===== src/rtl/serial_add_arbiter_pkg.sv =====
// Shared constants for the bit-serial adder arbiter: FSM encoding and requester IDs.
package serial_add_arbiter_pkg;

    typedef enum logic [1:0] {
        ST_IDLE  = 2'd0,
        ST_SHIFT = 2'd1,
        ST_DONE  = 2'd2
    } state_t;

    localparam logic REQ_ID0 = 1'b0;
    localparam logic REQ_ID1 = 1'b1;

endpackage


===== src/rtl/serial_add_arbiter_fa_bit.sv =====
// Single-bit full adder: the one arithmetic cell shared by both requesters.
module fa_bit (
    input  logic a_i,
    input  logic b_i,
    input  logic cin_i,
    output logic sum_o,
    output logic cout_o
);

    // Plain combinational full-adder equations.
    always_comb begin
        sum_o  = a_i ^ b_i ^ cin_i;
        cout_o = (a_i & b_i) | (a_i & cin_i) | (b_i & cin_i);
    end

endmodule


===== src/rtl/serial_add_arbiter.sv =====
// Round-robin arbiter in front of a bit-serial (LSB-first) adder built from one
// full-adder cell and a carry flip-flop. One operation takes WIDTH+2 cycles.
module serial_add_arbiter
    import serial_add_arbiter_pkg::*;
#(
    parameter int WIDTH = 8
) (
    input  logic             clk,
    input  logic             rst,
    input  logic             req0,
    input  logic [WIDTH-1:0] a0,
    input  logic [WIDTH-1:0] b0,
    input  logic             cin0,
    input  logic             req1,
    input  logic [WIDTH-1:0] a1,
    input  logic [WIDTH-1:0] b1,
    input  logic             cin1,
    output logic             ack0,
    output logic             ack1,
    output logic             busy,
    output logic             done,
    output logic             done_id,
    output logic [WIDTH-1:0] sum,
    output logic             cout
);

    localparam int CW = (WIDTH > 1) ? $clog2(WIDTH) : 1;
    localparam logic [CW-1:0] LAST_BIT = CW'(WIDTH - 1);

    state_t state_q, state_d;

    logic [WIDTH-1:0] a_sr_q, b_sr_q, sum_sr_q;
    logic [WIDTH-1:0] a_shift, b_shift, sum_shift;
    logic [CW-1:0]    cnt_q;
    logic             carry_q;
    logic             last_q;
    logic             id_q;
    logic             ack0_q, ack1_q, done_q, done_id_q, cout_q;
    logic [WIDTH-1:0] sum_q;

    logic grant_en, shift_en, finish;
    logic grant_id;
    logic fa_sum, fa_cout;

    // Bit 0 of the sum shift register is shifted out on the final edge and never read.
    logic sum_sr_unused;
    assign sum_sr_unused = sum_sr_q[0];

    fa_bit u_fa (
        .a_i    (a_sr_q[0]),
        .b_i    (b_sr_q[0]),
        .cin_i  (carry_q),
        .sum_o  (fa_sum),
        .cout_o (fa_cout)
    );

    // Shift network: operands move right, the fresh sum bit enters at the MSB.
    genvar gi;
    generate
        for (gi = 0; gi < WIDTH - 1; gi++) begin : g_shift
            assign a_shift[gi]   = a_sr_q[gi+1];
            assign b_shift[gi]   = b_sr_q[gi+1];
            assign sum_shift[gi] = sum_sr_q[gi+1];
        end
    endgenerate
    assign a_shift[WIDTH-1]   = 1'b0;
    assign b_shift[WIDTH-1]   = 1'b0;
    assign sum_shift[WIDTH-1] = fa_sum;

    // Round-robin pick: on contention serve whoever was not served last.
    assign grant_id = (req0 && req1) ? ~last_q : (req1 ? REQ_ID1 : REQ_ID0);

    // FSM state register.
    always_ff @(posedge clk) begin
        if (rst) state_q <= ST_IDLE;
        else     state_q <= state_d;
    end

    // Next-state and datapath control decode.
    always_comb begin
        state_d  = state_q;
        grant_en = 1'b0;
        shift_en = 1'b0;
        finish   = 1'b0;
        case (state_q)
            ST_IDLE: begin
                if (req0 || req1) begin
                    grant_en = 1'b1;
                    state_d  = ST_SHIFT;
                end
            end
            ST_SHIFT: begin
                shift_en = 1'b1;
                if (cnt_q == LAST_BIT) begin
                    finish  = 1'b1;
                    state_d = ST_DONE;
                end
            end
            ST_DONE: state_d = ST_IDLE;
            default: state_d = ST_IDLE;
        endcase
    end

    // Operand capture, serial add, result registers and handshake pulses.
    always_ff @(posedge clk) begin
        if (rst) begin
            a_sr_q    <= '0;
            b_sr_q    <= '0;
            sum_sr_q  <= '0;
            cnt_q     <= '0;
            carry_q   <= 1'b0;
            last_q    <= REQ_ID1;
            id_q      <= REQ_ID0;
            ack0_q    <= 1'b0;
            ack1_q    <= 1'b0;
            done_q    <= 1'b0;
            done_id_q <= REQ_ID0;
            sum_q     <= '0;
            cout_q    <= 1'b0;
        end else begin
            ack0_q <= grant_en && (grant_id == REQ_ID0);
            ack1_q <= grant_en && (grant_id == REQ_ID1);
            done_q <= finish;
            if (grant_en) begin
                a_sr_q  <= (grant_id == REQ_ID1) ? a1 : a0;
                b_sr_q  <= (grant_id == REQ_ID1) ? b1 : b0;
                carry_q <= (grant_id == REQ_ID1) ? cin1 : cin0;
                cnt_q   <= '0;
                last_q  <= grant_id;
                id_q    <= grant_id;
            end
            if (shift_en) begin
                a_sr_q   <= a_shift;
                b_sr_q   <= b_shift;
                sum_sr_q <= sum_shift;
                carry_q  <= fa_cout;
                cnt_q    <= cnt_q + 1'b1;
            end
            // The result is captured on the last shift edge so it appears with done.
            if (finish) begin
                sum_q     <= sum_shift;
                cout_q    <= fa_cout;
                done_id_q <= id_q;
            end
        end
    end

    assign ack0    = ack0_q;
    assign ack1    = ack1_q;
    assign busy    = (state_q != ST_IDLE);
    assign done    = done_q;
    assign done_id = done_id_q;
    assign sum     = sum_q;
    assign cout    = cout_q;

endmodule


===== config.mk =====
export PLATFORM = sky130hd
export DESIGN_NAME = serial_add_arbiter
export DESIGN_NICKNAME = d
export VERILOG_FILES = /design/src/rtl/serial_add_arbiter_pkg.sv /design/src/rtl/serial_add_arbiter_fa_bit.sv /design/src/rtl/serial_add_arbiter.sv
export SDC_FILE = /design/constraint.sdc
export NUM_CORES = 1
export LEC_CHECK = 0
export ABC_CLOCK_PERIOD_IN_PS = 1700
export CELL_PAD_IN_SITES_DETAIL_PLACEMENT = 1
export CELL_PAD_IN_SITES_GLOBAL_PLACEMENT = 1
export CORE_AREA = 5 5 77 87
export DETAILED_ROUTE_END_ITERATION = 10
export DIE_AREA = 0 0 82 92
export PLACE_DENSITY_LB_ADDON = 0.1
export SLEW_MARGIN = 20
export SYNTH_ARGS = -nofsm -noshare
export SYNTH_HDL_FRONTEND = slang
export SYNTH_SLANG_ARGS = --single-unit

===== constraint.sdc =====
create_clock -name clk -period 1.7 [get_ports clk]
set_input_delay 0.34 -clock clk [delete_from_list [all_inputs] [get_ports clk]]
set_output_delay 0.34 -clock clk [all_outputs]
set_load 0.005 [all_outputs]

==> flow_summary.ini <==
[run_status]
status = finished, final reports clean

[clocking]
cts_tree = done
root_buffer = clkbuf_8
cts_hold_repair.buffers = 0
clock_sinks = 44
insertion_delay_ns = 0.29
path_clk_slew_ns = 0.09
clock_path_buffers = 2
cts_made_buffers = 5
cts_max_level = 2

[setup_path]
critPathRequiredTime_ns = 1.36
critical_path_class = reg -> out
end_kind = output pin
critPathLaunchType = register
path_max_fanout = 5
worstPathArrival_ns = 1.27

[timing]
hold_slack_ns = 0.457
finClkSkew_ns = 0.00645
final.period_utilization = 0.949
slew_headroom = 0.683
setup_viol = 0
fin_ws_ns = 0.0862
drv_slew = 0
fmax_mhz = 620
worst_pin_slew_ns = 0.474
finalCriticalPeriod_ns = 1.61
hold_viol = 0
rsz0062_at_grt = false
tns_ns = 0

[synth]
yosys-top-cells-area = dfxtp_1, a32oi_1, a21oi_1
ys_seq_area_frac = 0.468
avgSynthCellArea_um2 = 8.55
yosysTopAreaCellShare = 0.468
synth.largest_area_cell = dfxtp_1
yosys_register_bits = 44
yosys.cell_types.count = 25
synth-edff-count = 0
yosysWarnings = 0
synth_most_common_cell = dfxtp_1
synth_nets = 261
synthCells = 220
netlist_area_um2 = 1880
async_flop_share = 0
synth_ff_type = dfxtp_1
yosys-top-cells-count = dfxtp_1, nand2_1, a21oi_1, nand4_1

[global_route]
grt_max_degree = 39
grt_overflow = 0
grt_antenna_before_repair = 0
grt_usage = 0.160
grt_first_pass_wirelength_um = 9520
grt_pass1_vias = 1935

[die]
io_pins = 52
rows = 29
core_area_um2 = 5660
die_h_um = 92
dieArea_um2 = 7540
initial_core_util = 0.332
die_w_um = 82

[route]
viasPerCell = 5.42
drc = 0
firstDrtPassIters = 4
vias = 1885
ant_nets = 0
drt-initial-drc-count = 87
avgRoutedWirePerCell_um = 16.5
wl_um = 5750

[placement]
place_hpwl_um = 4020
place_ws_ns = -0.0461
io_buffers = 51
place_inst = 339
routabilityCongestion = 0.760

[pwr]
power_mw = 2.26
p_leak_nw = 0.880
power_density_nw_per_um2 = 855
irDropWorstVdd_uv = 334

[cells_and_area]
area_delta_synth_final_pct = 40.4
fillers = 691
n_antenna_cell = 0
final_layout_size_suffix_gt1_frac = 0.111
finalNonFillerCells = 348
fin_nets = 311

[hold_path]
hp-class = reg -> reg

[run]
max_cap_violations = 0
## flip-flops by register name, summed over array words and instances (netlist names), 2 cells and up
signal,cells
sum,8
a_sr_q,8
cnt_q,3
sum_sr_q,7
b_sr_q,8
state_q,2
## power by group
group          internal, mW  leakage [nW]  switching (mW)
registers              1.08         0.360          0.0325
logic                 0.180         0.465           0.176
clock network         0.436        0.0552           0.355
total                  1.69         0.880           0.563
## cell families (layout without fill, tap and decap cells)
family / after synthesis / after routing / synth area share
flops: 44 / 44 / 0.468
buf+inv: 25 / 76 / 0.0605
fa+ha+maj: 3 / 3 / 0.0240
compound gates: 78 / 78 / 0.264
simple gates: 70 / 70 / 0.183
## per-layer routing
layer	vias up	wire length [µm]	GRT usage
li1	922	-	-
met1	911	2480	0.191
met2	48	2950	0.280
met3	4	271	0.0373
met4	0	46	0.0457
met5	-	0	0
## stage by stage
step           cell area (µm²)   util
2_1_floorplan             1880      -
3_3_place_gp              2520  0.445
3_5_place_dp              2520  0.445
4_1_cts                   2630  0.464
5_1_grt                   2640  0.466
6_report                  2640  0.466
## cell type report
type | instances | area [µm²] | share of cell area
clock buffers | 6 | 72.6 | 0.0275
clock inverters | 2 | 35.0 | 0.0133
inverters | 1 | 3.75 | 0.00142
multi-input cells | 151 | 891 | 0.337
flip-flops and latches | 44 | 886 | 0.336
well taps | 77 | 96.3 | 0.0365
repair buffers | 67 | 656 | 0.248
## cells in the final DEF (no fill, tap or decap), types with 2 or more instances in the layout
| cell | n |
|---|---|
| a31oi_1 | 15 |
| a32oi_1 | 15 |
| a311oi_1 | 2 |
| clkbuf_8 | 5 |
| o211ai_1 | 2 |
| nand4_1 | 17 |
| dfxtp_1 | 42 |
| nand2_1 | 27 |
| o21ai_0 | 13 |
| nand3_1 | 13 |
| buf_12 | 2 |
| buf_4 | 14 |
| a21oi_1 | 22 |
| o21ai_1 | 7 |
| ha_1 | 2 |
| nor2_1 | 5 |
| nand2b_1 | 4 |
| clkdlybuf4s50_1 | 51 |
## path summary, 6_finish.rpt
path                                               from                   to  slack, ns  cells after the start
worst min-delay path                sum[1]$_SDFFE_PP0P_  sum[1]$_SDFFE_PP0P_       0.46                      2
worst max-delay path            state_q[0]$_SDFFE_PP0P_                 busy       0.09                      3
worst max register to register  state_q[0]$_SDFFE_PP0P_  last_q$_SDFFE_PP1P_       0.19                      4
worst min register to register      sum[1]$_SDFFE_PP0P_  sum[1]$_SDFFE_PP0P_       0.46                      2
## critical path, stage by stage, from the launching register on
cell and delay (ns):
dfxtp_4 0.37, nor2_2 0.12, inv_2 0.05, clkdlybuf4s50_1 0.44
## timing repair
action | 4_1_cts | 5_1_grt
endpoints found under the hold margin | 0 | 0
buffers inserted | 0 | 1
gates resized for setup | 1 | 2
setup endpoints to repair | 1 | 1
Power figures use the tool's default switching activity.
